### config.mk
export PLATFORM = sky130hd
export DESIGN_NAME = gray_seq_monitor
export DESIGN_NICKNAME = d
export VERILOG_FILES = /design/src/rtl/gray_seq_monitor.sv
export SDC_FILE = /design/constraint.sdc
export NUM_CORES = 1
export LEC_CHECK = 0
export CAP_MARGIN = 20
export CORE_MARGIN = 4
export CORE_UTILIZATION = 48
export DETAILED_ROUTE_END_ITERATION = 12
export PLACE_DENSITY_LB_ADDON = 0.3
export SLEW_MARGIN = 30
export SYNTH_ARGS = -nofsm -noshare
export SYNTH_HDL_FRONTEND = slang
export SYNTH_SLANG_ARGS = --single-unit
export TNS_END_PERCENT = 10
### constraint.sdc
create_clock -name clk -period 3.63 [get_ports clk]
set_input_delay 0.5445 -clock clk [delete_from_list [all_inputs] [get_ports clk]]
set_output_delay 0.5445 -clock clk [all_outputs]
set_load 0.02 [all_outputs]
### src/rtl/gray_seq_monitor.sv
// gray_seq_monitor
//   Watches the Gray-coded count stream from an upstream counter. It registers
//   each valid sample as binary and classifies the step from the previous
//   sample as up, down, hold or illegal. It also tracks lock and keeps
//   saturating error statistics.
//
// Ports:
//   clk, reset            rising-edge clock, synchronous active-high reset
//   gray_in, gray_valid   Gray sample and its qualifier
//   resync                upstream reload: the next valid sample is a new base
//   clr_err               clears err_sticky / err_count
//   bin_out, bin_valid    binary form of last accepted sample, 1-cycle pulse
//   step_up/down, hold    step classification, qualified by bin_valid
//   err                   1-cycle pulse on an illegal step
//   err_sticky, err_count sticky flag and saturating illegal-step count
//   locked                a base is established and lock has not been lost
module gray_seq_monitor #(
    parameter int unsigned WIDTH      = 4,
    parameter int unsigned ERR_CNT_W  = 8,
    parameter int unsigned LOSS_LIMIT = 2
) (
    input  logic                 clk,
    input  logic                 reset,
    input  logic [WIDTH-1:0]     gray_in,
    input  logic                 gray_valid,
    input  logic                 resync,
    input  logic                 clr_err,
    output logic [WIDTH-1:0]     bin_out,
    output logic                 bin_valid,
    output logic                 step_up,
    output logic                 step_down,
    output logic                 hold,
    output logic                 err,
    output logic                 err_sticky,
    output logic [ERR_CNT_W-1:0] err_count,
    output logic                 locked
);

    // The consecutive-miss counter only has to hold 0..LOSS_LIMIT-1 because
    // reaching the limit clears it.
    localparam int unsigned   CW        = (LOSS_LIMIT < 2) ? 1 : $clog2(LOSS_LIMIT);
    localparam logic [CW-1:0] LAST_MISS = CW'(LOSS_LIMIT - 1);

    typedef enum logic {UNLOCKED, TRACK} state_e;

    state_e               state_q, state_d;
    logic [WIDTH-1:0]     bin_q, bin_d;
    logic                 bin_valid_q, bin_valid_d;
    logic                 step_up_q, step_up_d;
    logic                 step_down_q, step_down_d;
    logic                 hold_q, hold_d;
    logic                 err_q, err_d;
    logic                 err_sticky_q, err_sticky_d;
    logic [ERR_CNT_W-1:0] err_count_q, err_count_d;
    logic [CW-1:0]        consec_q, consec_d;

    logic [WIDTH-1:0]     bin_conv;
    logic [WIDTH-1:0]     diff;
    logic                 take_base;
    logic                 is_up, is_down, is_hold;
    logic                 illegal;
    logic                 loss;

    // Gray-to-binary conversion and step classification. bin_q doubles as
    // the previous-value register since it always holds the last sample.
    always_comb begin
        bin_conv            = '0;
        bin_conv[WIDTH-1]   = gray_in[WIDTH-1];
        for (int unsigned i = 1; i < WIDTH; i++) begin
            bin_conv[WIDTH-1-i] = bin_conv[WIDTH-i] ^ gray_in[WIDTH-1-i];
        end
        diff      = bin_conv - bin_q;
        take_base = gray_valid && (resync || (state_q == UNLOCKED));
        is_up     = (diff == WIDTH'(1));
        is_down   = (diff == '1);
        is_hold   = (diff == '0);
        illegal   = gray_valid && !take_base && !(is_up || is_down || is_hold);
        loss      = illegal && (consec_q == LAST_MISS);
    end

    // State register
    always_ff @(posedge clk) begin
        if (reset) begin
            state_q <= UNLOCKED;
        end else begin
            state_q <= state_d;
        end
    end

    // Next-state logic
    always_comb begin
        state_d = state_q;
        if (take_base) begin
            state_d = TRACK;
        end else if (loss) begin
            state_d = UNLOCKED;
        end else if (resync && !gray_valid) begin
            state_d = UNLOCKED;
        end
    end

    // Datapath next values
    always_comb begin
        bin_d        = bin_q;
        bin_valid_d  = 1'b0;
        step_up_d    = 1'b0;
        step_down_d  = 1'b0;
        hold_d       = 1'b0;
        err_d        = 1'b0;
        err_sticky_d = err_sticky_q;
        err_count_d  = err_count_q;
        consec_d     = consec_q;

        // Clear first so a same-cycle error counts from zero.
        if (clr_err) begin
            err_sticky_d = 1'b0;
            err_count_d  = '0;
        end

        if (gray_valid) begin
            bin_d       = bin_conv;
            bin_valid_d = 1'b1;
            if (take_base) begin
                consec_d = '0;
            end else if (illegal) begin
                err_d        = 1'b1;
                err_sticky_d = 1'b1;
                if (err_count_d != '1) begin
                    err_count_d = err_count_d + ERR_CNT_W'(1);
                end
                consec_d = loss ? '0 : consec_q + CW'(1);
            end else begin
                step_up_d   = is_up;
                step_down_d = is_down;
                hold_d      = is_hold;
                consec_d    = '0;
            end
        end else if (resync) begin
            consec_d = '0;
        end
    end

    always_ff @(posedge clk) begin
        if (reset) begin
            bin_q        <= '0;
            bin_valid_q  <= 1'b0;
            step_up_q    <= 1'b0;
            step_down_q  <= 1'b0;
            hold_q       <= 1'b0;
            err_q        <= 1'b0;
            err_sticky_q <= 1'b0;
            err_count_q  <= '0;
            consec_q     <= '0;
        end else begin
            bin_q        <= bin_d;
            bin_valid_q  <= bin_valid_d;
            step_up_q    <= step_up_d;
            step_down_q  <= step_down_d;
            hold_q       <= hold_d;
            err_q        <= err_d;
            err_sticky_q <= err_sticky_d;
            err_count_q  <= err_count_d;
            consec_q     <= consec_d;
        end
    end

    // Output logic
    always_comb begin
        bin_out    = bin_q;
        bin_valid  = bin_valid_q;
        step_up    = step_up_q;
        step_down  = step_down_q;
        hold       = hold_q;
        err        = err_q;
        err_sticky = err_sticky_q;
        err_count  = err_count_q;
        locked     = (state_q == TRACK);
    end

endmodule
# After elaboration in Yosys (flattened, before gate mapping)

Cells that the tools add are included.

Flip-flop bits (word level): 20
Input port bits: 9
Output and inout port bits: 19

$add $sub $neg: 3
Equal/unequal tests: 3
Multiplexer cells: 19
Bitwise logic cells: 5
Reductions and logical operators: 16

Operator list:

| operator            | count |
|---|---|
| $mux 8              | 5 |
| $mux 1              | 14 |
| $add 8x1->8 const B | 1 |
| $ne 8x8->1 const B  | 1 |
| $logic_and 1x1->1   | 5 |
| $eq 4x1->1 const B  | 1 |
| $eq 4x4->1 const B  | 1 |
| $logic_not 4->1     | 1 |
| $reduce_or 4->1     | 1 |
| $sub 4x4->4         | 1 |
| $logic_not 1->1     | 3 |
| $logic_or 1x1->1    | 3 |
| $reduce_bool 3->1   | 1 |
| $reduce_or 3->1     | 1 |
| $xor 1x1->1         | 3 |
| $not 1->1           | 2 |
| $reduce_bool 2->1   | 1 |
| $add 1x1->1 const B | 1 |

# Logic depth before layout (Yosys ltp)

Gate-level depths: netlist of run 1.

Depth after elaboration: 14
Gate-level depth with buffers: 11
Depth with buffers taken out: 10

# Worst setup path before layout of run 1

No wires, ideal clock.

Path kind: input -> register
From: in gray_in[3]
To: reg err_count_q[2] (netlist: err_count[2])
Library setup time: 0.121 ns
Data arrival time: 3.090 ns
Required time: 3.509 ns
Slack: 0.419 ns
Stages: 11
Buffers on the path: 1
Cells stage by stage: xnor2_1 -> xnor2_1 -> xnor2_1 -> ha_1 -> fa_1 -> xor2_1 -> or3_1 -> or3_1 -> clkbuf_1 -> nand4_1 -> mux2_2

Cells in the longest elaborated chain, start to end: 12
Elaborated cells between the ends (all ways): 14
Those cells by class: add/sub: 1; eq/ne: 2; mux: 3; bitwise: 3; reduce/logical: 5

Ends and longest elaborated chain:

| what                                     | RTL line | RTL |
|---|---|---|
| start, declared                          | 24       | `input logic [WIDTH-1:0] gray_in,` |
| $xor 1x1->1 * (2 in a row)               | 70       | `bin_conv[WIDTH-1-i] = bin_conv[WIDTH-i] ^ gray_in[WIDTH-1-i];` |
| named net bin_conv[1]                    | 57       | `logic [WIDTH-1:0] bin_conv;` |
| $xor 1x1->1                              | 70       |  |
| $sub 4x4->4 *                            | 72       | `diff = bin_conv - bin_q;` |
| $eq 4x1->1 or $eq 4x4->1 (tied branches) | 74, 75   |  |
| $logic_or 1x1->1                         | 77       | `illegal = gray_valid && !take_base && !(is_up \|\| is_down \|\| is_hold);` |
| $logic_or 1x1->1 *                       | 77       |  |
| $logic_not 1->1 *                        | 77       |  |
| $logic_and 1x1->1 *                      | 77       |  |
| $mux 8 *                                 | 125      | `end else if (illegal) begin` |
| $mux 8 *                                 | 123      | `if (take_base) begin` |
| $mux 8 *                                 | 120      | `if (gray_valid) begin` |
| end signal, assigned                     | 162      | `err_count_q <= err_count_d;` |
| end, declared                            | 54       | `logic [ERR_CNT_W-1:0] err_count_q, err_count_d;` |

Mark *: on every way through the listed nets, which the timed path passes. The rest lies on a longest branch.
A chain may end at the register's enable or synchronous reset.

# Worst setup path in the final report of run 1

From: in gray_in[3]
To: reg err_count_q[6] (netlist: err_count[6])

The elaborated chain is that of the path after synthesis.

==> out/metrics.yaml, run 1 <==
hpwl_um: 1960
synth_cell_types: 40
worstSkewPairLatency_ns: 0.31
grt_pass1_vias: 1056
drive_gt1_share_pct: 12.9
clockBufferDepth: 2
antenna_found_initial: 0
syn_area_per_cell_sq_um: 9.09
dp_slack_ns: 0.0317
clock-root-buffer: "clkbuf_4"
synth_area_sq_um: 1100
cts_num_sinks: 20
period_share_pct: 90.5
ys_warn_count: 0
grt_max_degree: 21
dr_total_vias: 1057
critPathRequiredTime_ns: 3.86
diodes: 0
crit_type: "input port to flop"
hold_class: "flop to flop"
syn_to_final_growth_pct: 35.8
core_area_sq_um: 2190
cts-htree-levels: 1
path_max_fanout: 8
postPlaceCellArea_sq_um: 1440
placed_cells: 179
fmax_ghz: 0.305
cp-start-kind: "input port"
cts_resized: 0
hold_buffers: 0
min_period_ns: 3.28
port_buffers: 27
synth-seq-area-share_pct: 36.4
maxCapViolCount: 0
worst_pin_slew_ns: 0.615
final_nets: 170
rows: 17
drt_iter0_drc: 36
wl_per_cell_um: 14.5
cp-end-kind: "flop"
whs_ns: 0.471
rsz0062_at_grt: "no"
viasPerCell: 5.78
ys_seq_elements: 20
synth_edf_count: 0
ir_drop_uv: 247
run_status: "complete, no violations"
drt_first_pass_iters: 4
setup-tns-final_ns: 0
fp.dieH_um: 55.9
place_congestion: 0.889
synth_flop_cell: "dfxtp_1"
syn_nets: 135
grtUsageTotal_pct: 18.3
arrival_ns: 3.51
fin_area_sq_um: 1490
boundaryPins: 28
cts_buffers: 3
initial_core_util_pct: 50.2
hold_violations: 0
cts_tree: "done"
stdcell_count: 183
async_flop_share_pct: 0
skew_ns: 0.00401
powerDensity_nw_per_um2: 383
grt_overflow_total: 0
antenna_left: 0
postSynthCellCount: 121
drc_errors: 0
wl_um: 2660
fp.dieW_um: 55.9
setup_slack_ns: 0.347
clk_pin_slew_ns: 0.12
setup_viol: 0
power_mw: 0.572
postCtsSetupRepairBufs: 0
dieArea_sq_um: 3120
grt_pass1_wl_um: 4650
final_util_pct: 68.2
slew_violations: 0
p_leak_nw: 0.586
max_slew_margin_pct: 58.5
## final cells by class
cell class                 instances  area, sq um
clock buffer                       3         22.5
clock inverter                     1         30.0
fill                             185          697
inverter                           6         22.5
multi-input combinational         91          661
sequential                        20          400
tap                               28         35.0
timing repair buffer              34          323
## Yosys cell counts, drive strengths merged (2+ instances only)
| cell type | instances | share of area [%] |
|---|---|---|
| o31ai | 2 | 1.4 |
| nand2 | 6 | 2.0 |
| nor3 | 4 | 1.8 |
| inv | 6 | 2.0 |
| ha | 4 | 4.6 |
| nor4 | 2 | 1.1 |
| or3 | 5 | 3.0 |
| xnor2 | 3 | 2.4 |
| mux2i | 4 | 3.6 |
| o21ai | 3 | 1.4 |
| nor2b | 6 | 3.4 |
| nand3b | 2 | 1.4 |
| and2 | 2 | 1.1 |
| nand3 | 5 | 2.3 |
| a21oi | 7 | 3.5 |
| a211oi | 2 | 1.4 |
| a221oi | 2 | 2.7 |
| dfxtp | 20 | 36 |
| and3 | 4 | 2.7 |
| nor2 | 7 | 2.4 |
| xor2 | 2 | 2.3 |
| nand4 | 6 | 3.4 |
| or4 | 2 | 1.4 |
| clkbuf | 3 | 1.0 |
## worst max-delay path: stages
cell             delay (ns)
clkdlybuf4s50_1        0.43
xnor2_1                0.24
xnor2_1                0.19
xnor2_1                0.12
ha_1                   0.22
fa_1                   0.38
xor2_1                 0.28
or3_1                  0.18
nor3_1                 0.05
buf_4                  0.17
or4_1                  0.42
a221oi_2               0.29
## kinds of logic after synthesis
group	count (synthesis)	synth area share, %
multiplexers	5	4.66
flip-flops	20	36.4
buffers and inverters	10	3.53
XOR/XNOR	5	4.67
AND/OR/NAND/NOR	53	27.8
adder cells (fa/ha/maj)	5	6.37
AO/OA/AOI/OAI	23	16.6
## report_power, final
group / total (mW) / switching (mW) / leakage (nW) / internal (mW)
Combinational: 0.152 / 0.0836 / 0.395 / 0.0682
Sequential: 0.233 / 0.00604 / 0.163 / 0.227
Clock: 0.187 / 0.0755 / 0.0279 / 0.112
## registers in the layout (all words and copies together), names as in the netlist
register    cells
step_down       1
bin_valid       1
locked          1
err_count       8
err             1
consec_q        1
step_up         1
err_sticky      1
bin_out         4
hold            1
## metal layers
metal / up-vias / wire (um) / GRT usage (%)
met5: - / 0 / 0
met4: 0 / 31 / 6.78
met3: 4 / 164 / 3.25
met2: 34 / 1260 / 29.9
met1: 498 / 1200 / 24.1
li1: 521 / - / -
## cell usage in the layout, fill, tap and decap left out, drive strengths merged
cell type and count:
and2 2, o211ai 1, nor4b 1, nand3b 2, or4 2, xnor2 3
mux2 1, o311ai 1, a41oi 1, o31ai 2, nor3 4, nor4 2
o21ai 3, fa 1, or3 5, nand3 5, nand4 6, a21oi 7
nor2 7, inv 6, a31o 1, dfxtp 20, clkbuf 3, a21o 1
and4b 1, a211oi 2, o211a 1, buf 7, xor2 2, bufinv 1
mux2i 4, nor2b 6, a41o 1, a221oi 2, clkdlybuf4s50 27, ha 4
and3 4, nand2 6
## path summary, 6_finish.rpt
path                            from                       to  slack (ns)  depth (start not counted)
max                       gray_in[3]  err_count[6]$_SDFF_PP0_        0.35                         12
min            consec_q$_SDFFE_PP0P_      locked$_SDFFE_PP0P_        0.47                          1
max reg2reg  bin_out[0]$_SDFFE_PP0P_  err_count[6]$_SDFF_PP0_        1.21                          8
min reg2reg    consec_q$_SDFFE_PP0P_      locked$_SDFFE_PP0P_        0.47                          1
No activity file was read; power rests on OpenSTA's default activity.
==> inputs of run 2 (changes only) <==
--- a/config.mk
+++ b/config.mk
@@ -5,6 +5,7 @@
 export SDC_FILE = /design/constraint.sdc
 export NUM_CORES = 1
 export LEC_CHECK = 0
+export ABC_CLOCK_PERIOD_IN_PS = 3600
 export CAP_MARGIN = 20
 export CORE_MARGIN = 4
 export CORE_UTILIZATION = 48
==> constraint.sdc (replaced) <==
create_clock -name clk -period 3.6 [get_ports clk]
set_input_delay 0.54 -clock clk [delete_from_list [all_inputs] [get_ports clk]]
set_output_delay 0.54 -clock clk [all_outputs]
set_load 0.02 [all_outputs]
==> run 2 against run 1 <==
Compared with the run above: routed wire length shrank 3.8%; sequential cell count is the same; design area shrank 1.1%; final cell count is the same; first-iteration DRC count shrank 2.8%; die area is the same; largest power group unchanged.
==> out/metrics.yaml, run 2 (synthesis results as in run 1) <==
antenna_found_initial: 0
critPathMostFrequentCell: "xnor2_1"
drt_first_pass_iters: 4
clk_pin_slew_ns: 0.12
dieArea_sq_um: 3120
cts_resized: 0
hold_violations: 0
final_nets: 170
crit_family: "XOR/XNOR gates"
maxCapViolCount: 0
fp.dieW_um: 55.9
setup_slack_ns: 0.345
hold_buffers: 0
grtUsageTotal_pct: 17.2
postCtsSetupRepairBufs: 0
p_leak_nw: 0.579
grt_use_met3_pct: 3.25
crit_type: "input port to flop"
skew_ns: 0.00175
drive_gt1_share_pct: 12.9
drc_errors: 0
hpwl_um: 1950
setup_viol: 0
slew_violations: 0
boundaryPins: 28
place_congestion: 0.889
fillerInstances: 191
port_buffers: 27
period_share_pct: 90.4
wl_um: 2550
wl_per_cell_um: 14.0
multi_input_area_sq_um: 661
viasPerCell: 5.84
diodes: 0
dp_slack_ns: 0.00964
max_slew_margin_pct: 59.9
fp.dieH_um: 55.9
critPathRequiredTime_ns: 3.83
cts_num_sinks: 20
largest_reg_flops: 8
setup-tns-final_ns: 0
crit_slowest_cell: "clkdlybuf4s50_1"
drt_iter0_drc: 35
cts_buffers: 3
busiest_layer: "met2"
grt_max_degree: 21
powerDensity_nw_per_um2: 352
antenna_left: 0
cp-start-kind: "input port"
dr_total_vias: 1069
power_mw: 0.521
fmax_ghz: 0.307
cp-end-kind: "flop"
clockBufferDepth: 2
grt_overflow_total: 0
rows: 17
worstPathCellList: "clkdlybuf4s50_1 -> xnor2_1 -> xnor2_1 -> xnor2_1 -> ha_1 -> fa_1 -> xor2_1 -> or3_1 -> nor3_1 -> buf_4 -> or4_1 -> a221oi_2"
worst_pin_slew_ns: 0.594
grt_util_met2_pct: 29.1
cp_slowest_stage_delay_ns: 0.43
seqCellArea_sq_um: 400
run_status: "complete, no violations"
core_area_sq_um: 2190
layout_common_cells: "27 x clkdlybuf4s50_1, 20 x dfxtp_1, 7 x nor2_1, 7 x buf_4"
grt_pass1_vias: 1027
path_buf_inv: 2
rsz0062_at_grt: "no"
ir_drop_uv: 237
final_util_pct: 67.4
initial_core_util_pct: 50.2
grt_pass1_wl_um: 4410
clock-root-buffer: "clkbuf_4"
syn_to_final_growth_pct: 34.4
arrival_ns: 3.48
cts-htree-levels: 1
min_period_ns: 3.26
path_max_fanout: 8
cts_tree: "done"
hold_class: "flop to flop"
worstSkewPairLatency_ns: 0.30
gr-usage-met1_pct: 22.5
final_common_cell: "clkdlybuf4s50_1"
## run 2: worst paths after layout
kind                      startpoint                      end  slack (ns)  cells after the start
max                       gray_in[3]  err_count[6]$_SDFF_PP0_        0.34                     12
min            consec_q$_SDFFE_PP0P_      locked$_SDFFE_PP0P_        0.47                      1
max reg2reg  bin_out[0]$_SDFFE_PP0P_  err_count[6]$_SDFF_PP0_        1.20                      8
min reg2reg    consec_q$_SDFFE_PP0P_      locked$_SDFFE_PP0P_        0.47                      1
## run 2: per-layer routing
| layer | up-vias | share of wire, % |
|---|---|---|
| met4 | 0 | 1.4 |
| met2 | 43 | 47 |
| met1 | 503 | 45 |
| li1 | 517 | - |
| met5 | - | 0 |
| met3 | 6 | 7.4 |
## run 2: final cells by class
class                           count  share of cell area [%]
Multi-Input combinational cell     91                    44.7
Sequential cell                    20                    27.1
Timing Repair Buffer               34                    21.8
Clock buffer                        4                    2.46
Tap cell                           28                    2.37
Inverter                            6                    1.52
## run 2: where the power goes
group	total [mW]	switching (mW)	leakage, nW	internal (mW)
Combinational	0.152	0.0831	0.395	0.0687
Sequential	0.235	0.00601	0.163	0.229
Clock	0.134	0.0724	0.0210	0.0617
## run 2: through the flow
step	cell area, sq um	instances	hold WS (ns)
floorplan	1100	121	0.419
global placement	1440	179	0.435
detailed placement	1440	179	0.449
CTS	1480	183	0.466
global route	1480	183	0.505
finish	1480	183	0.467
## run 2: worst reg2reg max path: stages (launching register included)
cell and delay, ns:
dfxtp_1 0.35, ha_1 0.22, fa_1 0.38, xor2_1 0.27, or3_1 0.18, nor3_1 0.05
buf_4 0.17, or4_1 0.42, a221oi_2 0.29
==> inputs of run 3 (changes only) <==
--- a/config.mk
+++ b/config.mk
@@ -5,10 +5,10 @@
 export SDC_FILE = /design/constraint.sdc
 export NUM_CORES = 1
 export LEC_CHECK = 0
-export ABC_CLOCK_PERIOD_IN_PS = 3600
+export ABC_CLOCK_PERIOD_IN_PS = 2700
 export CAP_MARGIN = 20
 export CORE_MARGIN = 4
-export CORE_UTILIZATION = 48
+export CORE_UTILIZATION = 43
 export DETAILED_ROUTE_END_ITERATION = 12
 export PLACE_DENSITY_LB_ADDON = 0.3
 export SLEW_MARGIN = 30
==> constraint.sdc (replaced) <==
create_clock -name clk -period 2.7 [get_ports clk]
set_input_delay 0.405 -clock clk [delete_from_list [all_inputs] [get_ports clk]]
set_output_delay 0.405 -clock clk [all_outputs]
set_load 0.02 [all_outputs]
==> run 3 against run 2 <==
Compared with the run above: final cell count increased by 8.2%; clock skew decreased by 0.0010 ns; global-route usage increased by 1.1 points; design area increased by 10%; die area increased by 9.9%; total power increased by 45%; sequential power increased by 33%; critical path type unchanged; critical endpoint is now err_count[2]$_SDFF_PP0_.
==> out/metrics.yaml, run 3 (synthesis results as in run 1) <==
period_share_pct: 98.5
setup_viol: 0
drive_gt1_share_pct: 24.4
cts-htree-levels: 1
syn_to_final_growth_pct: 48.1
max_slew_margin_pct: 75.0
worst_pin_slew_ns: 0.375
setup_slack_ns: 0.0401
fp.dieW_um: 58.6
wl_um: 2800
grt_util_met2_pct: 31.9
grt_pass1_vias: 1103
cp-start-kind: "input port"
ir_drop_uv: 305
worstPathCellList: "buf_4 -> xnor2_4 -> xnor2_2 -> xnor2_2 -> ha_2 -> fa_1 -> xor2_1 -> or3_4 -> or3_4 -> nand4_1 -> mux2_4"
skew_ns: 0.000740
crit_type: "input port to flop"
cts_tree: "done"
fmax_ghz: 0.376
hold_class: "flop to flop"
maxCapViolCount: 0
port_buffers: 27
clockBufferDepth: 2
dp_slack_ns: -0.778
final_common_cell: "clkdlybuf4s50_1"
startpoint: "gray_in[2]"
dieArea_sq_um: 3430
drt_first_pass_iters: 4
place_congestion: 0.843
min_period_ns: 2.66
gr-usage-met1_pct: 23.4
antenna_found_initial: 0
final_util_pct: 66.4
hold_violations: 0
busiest_layer: "met2"
clock-root-buffer: "clkbuf_4"
dr_total_vias: 1104
grtUsageTotal_pct: 18.3
antenna_left: 0
arrival_ns: 2.86
largest_reg_flops: 8
r2r-start: "bin_out[0]$_SDFFE_PP0P_"
cts_buffers: 3
fp.dieH_um: 58.6
fillerInstances: 206
hold_buffers: 0
cts_num_sinks: 20
initial_core_util_pct: 44.8
grt_overflow_total: 0
powerDensity_nw_per_um2: 465
final_nets: 183
hold_start: "consec_q$_SDFFE_PP0P_"
core_area_sq_um: 2450
worstSkewPairLatency_ns: 0.30
path_max_fanout: 3
diodes: 0
clk_pin_slew_ns: 0.12
grt_pass1_wl_um: 4930
cp-end-kind: "flop"
drc_errors: 0
seqCellArea_sq_um: 400
rows: 18
cp_slowest_stage_delay_ns: 0.40
boundaryPins: 28
p_leak_nw: 0.681
critPathRequiredTime_ns: 2.90
crit_slowest_cell: "fa_1"
grt_max_degree: 12
run_status: "complete, no violations"
slew_violations: 0
viasPerCell: 5.58
wl_per_cell_um: 14.1
hpwl_um: 2140
grt_use_met3_pct: 2.63
postPlaceCellArea_sq_um: 1570
multi_input_area_sq_um: 714
layout_common_cells: "23 x clkdlybuf4s50_1, 20 x dfxtp_1, 20 x buf_4, 7 x nor2_1"
rsz0062_at_grt: "yes"
drt_iter0_drc: 38
fin_area_sq_um: 1630
[run 3: changes by cell type in the layout (fill, tap and decap cells not counted), sizes merged]
cell           before  now
dlymetal6s2s        0    1
clkdlybuf4s50      27   23
dlygate4sd2         0    1
buf                 7   22
[run 3: worst paths after layout]
kind              depth (start not counted)  slack [ns]                      end
setup / recovery                         11        0.04  err_count[2]$_SDFF_PP0_
hold / removal                            1        0.46      locked$_SDFFE_PP0P_
setup reg to reg                          7        0.41  err_count[2]$_SDFF_PP0_
hold reg to reg                           1        0.46      locked$_SDFFE_PP0P_
[run 3: report_power, final]
part | switching (mW) | internal (mW) | leakage, nW
clock network | 0.0953 | 0.0822 | 0.0210
logic | 0.126 | 0.140 | 0.498
registers | 0.00793 | 0.305 | 0.163
total | 0.229 | 0.527 | 0.681
[run 3: final cells by class]
class                           instances  share of cell area (%)
Timing Repair Buffer                   47                    25.7
Sequential cell                        20                    24.6
Inverter                                6                    1.38
Clock buffer                            4                    2.23
Multi-Input combinational cell         91                    43.9
Tap cell                               30                    2.30
[run 3: metal layers]
| metal | wire length (um) | vias to the layer above |
|---|---|---|
| met4 | 26 | 0 |
| met1 | 1250 | 524 |
| met3 | 147 | 4 |
| li1 | - | 545 |
| met5 | 0 | - |
| met2 | 1370 | 31 |
[run 3: timing repair]
| item | in CTS | in global routing |
|---|---|---|
| setup endpoints to repair | 14 | 5 |
| gates cloned | 0 | 0 |
| buffers inserted | 1 | 0 |
| pin swaps | 3 | 2 |
| gates resized for setup | 12 | 4 |
[run 3: critical path, delay by kind of cell]
kind                     cells  cell delay (ns)
buffers and inverters        1             0.13
adder cells (fa/ha/maj)      2             0.60
AND/OR/NAND/NOR              3             0.81
multiplexers                 1             0.30
XOR/XNOR                     4             0.62
[run 3: per-stage QoR]
step,total power [mW],hold slack (ns),TNS (ns),cells
2_1_floorplan,0.447,0.419,-0.686,121
3_3_place_gp,0.559,0.437,-7.25,193
3_5_place_dp,0.567,0.443,-8.82,193
4_1_cts,0.756,0.460,0,198
5_1_grt,0.802,0.489,-0.0343,198
6_report,0.757,0.458,0,198
